**src/rtl/stepper_decode_pkg.sv**
```systemverilog
// Shared definitions for the instruction-cycle sequencer: step encoding,
// opcode values, flag bit positions and the opcode class decoder.
package stepper_decode_pkg;

  // Encoded step register values, S1 is the fetch start / parked step.
  typedef enum logic [2:0] {
    S1 = 3'd0,
    S2 = 3'd1,
    S3 = 3'd2,
    S4 = 3'd3,
    S5 = 3'd4,
    S6 = 3'd5
  } step_e;

  // Upper nibble opcodes for non-ALU instructions (IR[7] = 0).
  localparam logic [3:0] OP_LD   = 4'h0;
  localparam logic [3:0] OP_ST   = 4'h1;
  localparam logic [3:0] OP_DATA = 4'h2;
  localparam logic [3:0] OP_JMPR = 4'h3;
  localparam logic [3:0] OP_JMP  = 4'h4;
  localparam logic [3:0] OP_JCON = 4'h5;
  localparam logic [3:0] OP_CLR  = 4'h6;
  localparam logic [3:0] OP_DISP = 4'h7;

  // Flag register bit positions {C,A,E,Z}.
  localparam int FLAG_C = 3;
  localparam int FLAG_A = 2;
  localparam int FLAG_E = 1;
  localparam int FLAG_Z = 0;

  // One-hot instruction class.
  typedef struct packed {
    logic alu;
    logic ld;
    logic st;
    logic data;
    logic jmpr;
    logic jmp;
    logic jcon;
    logic clr;
    logic disp;
  } op_dec_t;

  // Classify an instruction byte; any IR[7]=1 byte is an ALU operation.
  function automatic op_dec_t decode_op(input logic [7:0] ir);
    op_dec_t d;
    d = '0;
    if (ir[7]) begin
      d.alu = 1'b1;
    end else begin
      case (ir[7:4])
        OP_LD:   d.ld   = 1'b1;
        OP_ST:   d.st   = 1'b1;
        OP_DATA: d.data = 1'b1;
        OP_JMPR: d.jmpr = 1'b1;
        OP_JMP:  d.jmp  = 1'b1;
        OP_JCON: d.jcon = 1'b1;
        OP_CLR:  d.clr  = 1'b1;
        OP_DISP: d.disp = 1'b1;
        default: d      = '0;
      endcase
    end
    return d;
  endfunction

  // Conditional-jump test: any flag selected by the low nibble mask.
  function automatic logic jcon_cond(input logic [3:0] mask, input logic [3:0] flags);
    return (mask[FLAG_C] & flags[FLAG_C]) | (mask[FLAG_A] & flags[FLAG_A]) |
           (mask[FLAG_E] & flags[FLAG_E]) | (mask[FLAG_Z] & flags[FLAG_Z]);
  endfunction

endpackage

```
**src/rtl/stepper_decode_step_counter.sv**
```systemverilog
// Six-step sequencer with park-at-boundary halt handling. The step only
// advances on step_en; a halt seen on the S6->S1 edge parks the sequencer
// in S1 until halt drops, and the unpark edge itself never advances.
module step_counter
  import stepper_decode_pkg::*;
(
  input  logic       clk,
  input  logic       rst_n,
  input  logic       step_en_i,
  input  logic       halt_i,
  output step_e      step_o,
  output logic       halted_o,
  output logic [5:0] seq_o
);

  step_e step_q, step_d;
  logic  halted_q, halted_d;

  // State register: step and parked flag, async reset to S1 / running.
  always_ff @(posedge clk or negedge rst_n) begin
    if (!rst_n) begin
      step_q   <= S1;
      halted_q <= 1'b0;
    end else begin
      step_q   <= step_d;
      halted_q <= halted_d;
    end
  end

  // Next-state: parked state ignores step_en; otherwise advance on step_en.
  always_comb begin
    step_d   = step_q;
    halted_d = halted_q;
    if (halted_q) begin
      step_d   = S1;
      halted_d = halt_i;
    end else if (step_en_i) begin
      halted_d = 1'b0;
      case (step_q)
        S1:      step_d = S2;
        S2:      step_d = S3;
        S3:      step_d = S4;
        S4:      step_d = S5;
        S5:      step_d = S6;
        S6: begin
          step_d   = S1;
          halted_d = halt_i;
        end
        default: step_d = S1;
      endcase
    end else begin
      step_d   = step_q;
      halted_d = halted_q;
    end
  end

  // Output decode: exactly one step line high; stray codes read as S1.
  always_comb begin
    seq_o = 6'b00_0001;
    case (step_q)
      S1:      seq_o = 6'b00_0001;
      S2:      seq_o = 6'b00_0010;
      S3:      seq_o = 6'b00_0100;
      S4:      seq_o = 6'b00_1000;
      S5:      seq_o = 6'b01_0000;
      S6:      seq_o = 6'b10_0000;
      default: seq_o = 6'b00_0001;
    endcase
  end

  assign step_o   = step_q;
  assign halted_o = halted_q;

endmodule

```
**src/rtl/stepper_decode.sv**
```systemverilog
// Instruction-cycle sequencer top: step counter, IR latch at the end of
// fetch, and step-qualified control strobes decoded from IR.
module stepper_decode
  import stepper_decode_pkg::*;
#(
  parameter int NSTEP = 6
) (
  input  logic       clk,
  input  logic       rst_n,
  input  logic       step_en,
  input  logic       halt,
  input  logic [7:0] ir_in,
  input  logic [3:0] flags,
  output logic       seq1,
  output logic       seq2,
  output logic       seq3,
  output logic       seq4,
  output logic       seq5,
  output logic       seq6,
  output logic [7:0] ir,
  output logic       halted,
  output logic       cpt4,
  output logic       cpt5,
  output logic       cpt6,
  output logic       LD4,
  output logic       LD5,
  output logic       ST4,
  output logic       ST5,
  output logic       DATA4,
  output logic       DATA5,
  output logic       DATA6,
  output logic       JMPR4,
  output logic       JMP4,
  output logic       JMP5,
  output logic       JCON4,
  output logic       JCON5,
  output logic       JCON6,
  output logic       CLR4,
  output logic       DISP4
);

  step_e            step_s;
  logic [NSTEP-1:0] seq_s;
  logic [7:0]       ir_q, ir_d;
  op_dec_t          dec_s;
  logic             cond_s;

  step_counter u_step (
    .clk       (clk),
    .rst_n     (rst_n),
    .step_en_i (step_en),
    .halt_i    (halt),
    .step_o    (step_s),
    .halted_o  (halted),
    .seq_o     (seq_s)
  );

  // IR next value: capture the bus on the step-3 advance edge, else hold.
  always_comb begin
    if ((step_s == S3) && step_en) begin
      ir_d = ir_in;
    end else begin
      ir_d = ir_q;
    end
  end

  // IR register, cleared by reset so it decodes as LD (no step-1..3 strobes).
  always_ff @(posedge clk or negedge rst_n) begin
    if (!rst_n) begin
      ir_q <= 8'h00;
    end else begin
      ir_q <= ir_d;
    end
  end

  assign dec_s  = decode_op(ir_q);
  assign cond_s = jcon_cond(ir_q[3:0], flags);

  assign {seq6, seq5, seq4, seq3, seq2, seq1} = seq_s;
  assign ir = ir_q;

  assign cpt4  = dec_s.alu  & seq_s[3];
  assign cpt5  = dec_s.alu  & seq_s[4];
  assign cpt6  = dec_s.alu  & seq_s[5];
  assign LD4   = dec_s.ld   & seq_s[3];
  assign LD5   = dec_s.ld   & seq_s[4];
  assign ST4   = dec_s.st   & seq_s[3];
  assign ST5   = dec_s.st   & seq_s[4];
  assign DATA4 = dec_s.data & seq_s[3];
  assign DATA5 = dec_s.data & seq_s[4];
  assign DATA6 = dec_s.data & seq_s[5];
  assign JMPR4 = dec_s.jmpr & seq_s[3];
  assign JMP4  = dec_s.jmp  & seq_s[3];
  assign JMP5  = dec_s.jmp  & seq_s[4];
  // Steps 4/5 of JCON run unconditionally to keep the +1 fall-through path.
  assign JCON4 = dec_s.jcon & seq_s[3];
  assign JCON5 = dec_s.jcon & seq_s[4];
  assign JCON6 = dec_s.jcon & seq_s[5] & cond_s;
  assign CLR4  = dec_s.clr  & seq_s[3];
  assign DISP4 = dec_s.disp & seq_s[3];

endmodule

```
**config.mk**
```make
export PLATFORM = sky130hd
export DESIGN_NAME = stepper_decode
export DESIGN_NICKNAME = d
export VERILOG_FILES = /design/src/rtl/stepper_decode_pkg.sv /design/src/rtl/stepper_decode_step_counter.sv /design/src/rtl/stepper_decode.sv
export SDC_FILE = /design/constraint.sdc
export NUM_CORES = 1
export LEC_CHECK = 0
export CORE_MARGIN = 3
export CORE_UTILIZATION = 31
export DETAILED_ROUTE_END_ITERATION = 8
export PLACE_DENSITY_LB_ADDON = 0.3
export SLEW_MARGIN = 5
export SYNTH_ARGS = -nofsm -noshare
export SYNTH_HDL_FRONTEND = slang
export SYNTH_SLANG_ARGS = --single-unit
```
**constraint.sdc**
```tcl
create_clock -name clk -period 1.44 [get_ports clk]
set_input_delay 0.288 -clock clk [delete_from_list [all_inputs] [get_ports clk]]
set_output_delay 0.288 -clock clk [all_outputs]
set_load 0.01 [all_outputs]
```
# Word-level counts from Yosys, hierarchy flattened
# Index checks and enable logic that the tools add are counted.
# totals
word_cells,62
regBits,12
out_inout_bits,33
# op_classes
muxes,17
eq_ne,12
n_reduce_logical,4
n_bitwise,26
# ops
cell,count
$pmux 6 s5,1
$and 1x1->1,23
$eq 4x3->1 const B,4
$pmux 3 s5,1
$mux 1,12
$eq 4x2->1 const B,2
$mux 8,1
$eq 3x2->1 const B,2
$eq 3x3->1 const B,2
$mux 3,2
$eq 4x1->1 const B,1
$logic_not 4->1,1
$eq 3x1->1 const B,1
$logic_not 3->1,1
$or 1x1->1,3
$reduce_bool 2->1,1
$logic_and 1x1->1,1

# Logic depth before layout (Yosys ltp)
# logic_depth
depth_word,5
depth_mapped,6

# By module
# Synthesis repeated with hierarchy kept, for this count alone.
# hier_totals
hier_cells,78
area_unflattened_um2,794.5
# by_module_without_submodules
mod,seq_area_each_um2,area_each_um2,n_inst,cells_per_inst
stepper_decode,200.2,528.0,1,51
step_counter,100.1,266.5,1,27

# Worst setup path after synthesis
# OpenSTA, ideal clock, no wires.
# synth_timing
path_kind,register to output
start,"reg u_step.step_q[1], in the netlist u_step.step_o[1]"
end,out JMP5
arrival_time_ns,1.367
path_stages_with_launch,5
path_slack_ns,-0.215
path_cell_list,dfrtp_1 or3b_1 buf_2 or3_1 nor2_1
# synth_via
elab_chain_cells,3
word_cells_on_any_way,7
# synth_rtl
item,line_no,text
"start, declared",stepper_decode_step_counter.sv:16,"step_e step_q, step_d;"
"start signal, assigned",stepper_decode_step_counter.sv:25,step_q <= step_d;
"$eq 3x3->1, or another cell as far along",stepper_decode_step_counter.sv:60,case (step_q)
$pmux 6 s5 *,stepper_decode_step_counter.sv:60,
$and 1x1->1 *,stepper_decode.sv:94,assign JMP5 = dec_s.jmp & seq_s[4];
"end, declared",stepper_decode.sv:34,"output logic JMP5,"
# Every way passes the cells marked *; elsewhere a longest branch is shown, timed or not.

# Final worst setup path
# layout_timing
start,"reg u_step.step_q[0], in the netlist u_step.step_o[0]"
end,out LD5
# layout_via
elab_chain_cells,3
word_cells_on_any_way,7
# layout_rtl
item,line_no,text
"$eq 3x3->1, or another cell as far along",stepper_decode_step_counter.sv:60,
$pmux 6 s5 *,stepper_decode_step_counter.sv:60,
$and 1x1->1 *,stepper_decode.sv:86,assign LD5 = dec_s.ld & seq_s[4];
"end, declared",stepper_decode.sv:26,"output logic LD5,"
# Marks and branches as above.

==> Flow_metrics.wiki <==
{| class="wikitable"
! Metric !! Value
|-
| Deepest level of the CTS H-tree || 1
|-
| Routability congestion estimate || 0.7291
|-
| Antenna cells || 0
|-
| Critical path capture point type || output port
|-
| Reported max-cap violation count || 0
|-
| Worst-Margin Slew || 524.5 ps
|-
| Type of the worst min-delay path || in2async
|-
| Drt total wl || 3007 um
|-
| Clock latency at the later pin of the worst-skew pair || 260 ps
|-
| Initial Utilization || 34.34%
|-
| Max transition margin || 64.93%
|-
| GR met3 Demand/Resource || 3.324%
|-
| Start-to-end type of the worst setup path || reg2out
|-
| Drt first-iter violations || 26
|-
| Multi-input logic area || 564.3 um2
|-
| Number of top-level design ports || 49
|-
| Die extent in y || 53.80 um
|-
| RSZ-0062 raised after global routing || true
|-
| Max Slew Vio Count || 0
|-
| CTS sink cnt || 12
|-
| Number of vias after detailed routing || 975
|-
| Maximum fanout encountered on the critical timing path || 2
|-
| Termination of the worst setup path || LD5
|-
| GRT met1 Usage || 23.51%
|-
| Maximum number of pins on one net before global-route repair || 13
|-
| Standard-cell row count || 16
|-
| Total placed instance area || 0.001424 mm2
|-
| Top flip-flop cell by instance count after synthesis || sky130_fd_sc_hd__dfrtp_1
|-
| Leakage power || 0.8280 nW
|-
| Post-route clock period utilization || 135.0%
|-
| Number of synthesized register bits || 12
|-
| Wire length per cell || 15.58 um
|-
| Number of global-route vias before repair || 966
|-
| Portion of the post-synthesis area used by sequential elements || 42.40%
|-
| Origin of the worst setup path || u_step.step_o[0]$_DFFE_PN0P_
|-
| Post-layout instance area || 0.001648 mm2
|-
| First-pass GRT wire length || 4478 um
|-
| Worst hold slack after final layout || 370.0 ps
|-
| Status || complete, but fails checks
|-
| Placeable core region || 0.002062 mm2
|-
| Synthesis-to-finish area growth || 132.7%
|-
| Overall die area || 0.002894 mm2
|-
| Total of warnings raised by yosys || 0
|-
| CP Data Arrival Time || 1660 ps
|-
| Input/output buffers || 48
|-
| GRT busiest layer || met2
|-
| Worst reg2reg startpoint || u_step.step_o[0]$_DFFE_PN0P_
|-
| Synth Net Count || 96
|-
| Width of the chip || 53.80 um
|-
| Count of endpoints failing setup in the final report || 32
|-
| Slowest Stage Delay on Critical Path || 420 ps
|-
| Library cells used by synthesis || 26
|-
| DP HPWL || 1835 um
|-
| Number of nets in the layout || 184
|-
| Count of TritonRoute iterations in the first routing pass || 4
|-
| Clock buffer depth || 2
|-
| GRT met2 Usage || 39.92%
|-
| Number of enable flip-flop cells after synthesis || 0
|-
| Area of all sequential standard cells || 302.8 um2
|-
| Gr ovfl total || 0
|-
| Filler cell count in the final layout || 137
|-
| Root Buffer Master || sky130_fd_sc_hd__clkbuf_4
|-
| Number of endpoints with negative hold slack in the final report || 0
|-
| Reg clk slew, reported paths || 70 ps
|-
| Violated checks || setup timing
|-
| Cell count after synthesis || 80
|-
| Final worst slack || -503.8 ps
|-
| CTS tree || yes
|-
| Buf/Inv on CP || 1
|-
| Antenna violations before repair || 0
|-
| Series of cell instances along the critical path || or3b_4, or3_4, nor3_2, buf_2
|-
| Family with the most delay on the worst path || simple AND/OR/NAND/NOR gates
|-
| Critical Path RT || 1150 ps
|-
| Achievable clock frequency || 514.5 MHz
|-
| Instance count on the critical path || 4
|-
| Antenna Nets Post-Route || 0
|-
| Skew final || 3.274 ps
|-
| Vias per Instance || 5.052
|-
| Slowest cell on the critical path || sky130_fd_sc_hd__or3b_4
|-
| VDD IR-drop max || 1.326 mV
|-
| R2r endpoint || ir[4]$_DFFE_PN0P_
|-
| Fraction of registers with async set or reset after synthesis || 100.0%
|-
| Fraction of final layout cells with drive strength greater than 1 || 65.06%
|-
| Crit path launch type || flip-flop
|-
| Remaining design rule violation count || 0
|-
| Final Critical Period || 1944 ps
|-
| Register-to-register setup slack || -280 ps
|-
| Number of cell instances on the worst register-to-register path || 6
|-
| Netlist area before placement || 708.2 um2
|-
| PD cells || 1960 mW/mm2
|-
| Tot GR Track Use || 21.54%
|-
| Post-synthesis area per instance || 8.852 um2
|-
| CTS Buf Count || 3
|}
## how the worst min path moves through the flow
stage | endpoint | cells after the start | from
floorplan | ir[0]$_DFFE_PN0P_ | 0 | rst_n
global placement | u_step.step_o[0]$_DFFE_PN0P_ | 1 | u_step.halted_o$_DFF_PN0_
detailed placement | u_step.step_o[2]$_DFFE_PN0P_ | 1 | u_step.halted_o$_DFF_PN0_
CTS | ir[2]$_DFFE_PN0P_ | 1 | rst_n
global route | u_step.halted_o$_DFF_PN0_ | 1 | rst_n
finish | ir[2]$_DFFE_PN0P_ | 1 | rst_n
## metal layers
layer | vias to the layer above | wire [um]
li1 | 457 | -
met3 | 6 | 254
met1 | 468 | 1099
met2 | 44 | 1611
met5 | - | 0
met4 | 0 | 43
## worst register-to-register path: stages (launching register included)
cell and delay (ps):
sky130_fd_sc_hd__dfrtp_1 380, sky130_fd_sc_hd__buf_4 150, sky130_fd_sc_hd__buf_8 130, sky130_fd_sc_hd__buf_6 120, sky130_fd_sc_hd__nor4bb_4 330, sky130_fd_sc_hd__buf_4 200
sky130_fd_sc_hd__mux2_4 290
## state kept, by name, indices dropped and copies added (netlist names)
name	cells
u_step.step_o	3
ir	8
u_step.halted_o	1
## stage by stage
stage | setup TNS, ps | power [W] | util (%) | setup slack [ps] | instances
finish | -9647 | 0.003229 | 79.92 | -503.8 | 193
detailed placement | -12430 | 0.002382 | 69.05 | -716.3 | 176
CTS | -8634 | 0.002982 | 76.21 | -469.0 | 190
floorplan | -535.4 | 0.001335 | - | -209.3 | 80
global route | -12220 | 0.003439 | 79.92 | -580.1 | 193
global placement | -11740 | 0.002318 | 69.05 | -700.7 | 176
## synth_stat cells, types with 3 or more instances
cell type	count	area, um2
sky130_fd_sc_hd__buf_2	3	15.01
sky130_fd_sc_hd__dfrtp_1	12	300.3
sky130_fd_sc_hd__inv_1	3	11.26
sky130_fd_sc_hd__mux2_2	7	78.83
sky130_fd_sc_hd__nand2_1	8	30.03
sky130_fd_sc_hd__nor2_1	12	45.04
sky130_fd_sc_hd__nor2b_1	4	25.02
sky130_fd_sc_hd__nor3_1	5	25.02
sky130_fd_sc_hd__o21ai_0	3	15.01
## report_power, final
group,switching (W),internal (W),leakage [nW]
clock network,0.0000933,0.0000964,0.0138
logic,0.00106,0.00131,0.669
registers,0.000164,0.000500,0.145
## placed cells by master (no fill, tap or decap), types with 4 or more instances in the layout
cell type / n
sky130_fd_sc_hd__dlygate4sd2_1: 6
sky130_fd_sc_hd__dfrtp_1: 10
sky130_fd_sc_hd__buf_6: 13
sky130_fd_sc_hd__clkdlybuf4s50_1: 13
sky130_fd_sc_hd__nor2_2: 5
sky130_fd_sc_hd__nor2_1: 6
sky130_fd_sc_hd__buf_2: 23
sky130_fd_sc_hd__nand2_1: 5
sky130_fd_sc_hd__buf_4: 27
sky130_fd_sc_hd__mux2_4: 7
sky130_fd_sc_hd__nor3_2: 4
## final cells by class
class | count | area share [%]
well taps | 27 | 2.050
inverters | 3 | 0.6834
repair buffers | 88 | 43.28
multi-input cells | 60 | 34.24
flip-flops and latches | 12 | 18.38
clock buffers | 3 | 1.367
## what timing repair did
| item | 4_1_cts | 5_1_grt |
|---|---|---|
| endpoints found under the setup margin | 41 | 40 |
| endpoints found under the hold margin | 0 | 0 |
| buffers inserted | 10 | 5 |
| cloned | 1 | 0 |
| resized for setup | 158 | 24 |
| hold buffers | 0 | 0 |
| pin swaps | 14 | 6 |
## cells by family after synthesis
group | count (synthesis) | synth area share [%]
and+or+nand+nor | 44 | 33.21
buffers and inverters | 8 | 4.945
AOI/OAI and AO/OA | 9 | 8.304
muxes | 7 | 11.13
DFF | 12 | 42.40
No activity file was read; power rests on OpenSTA's default activity.
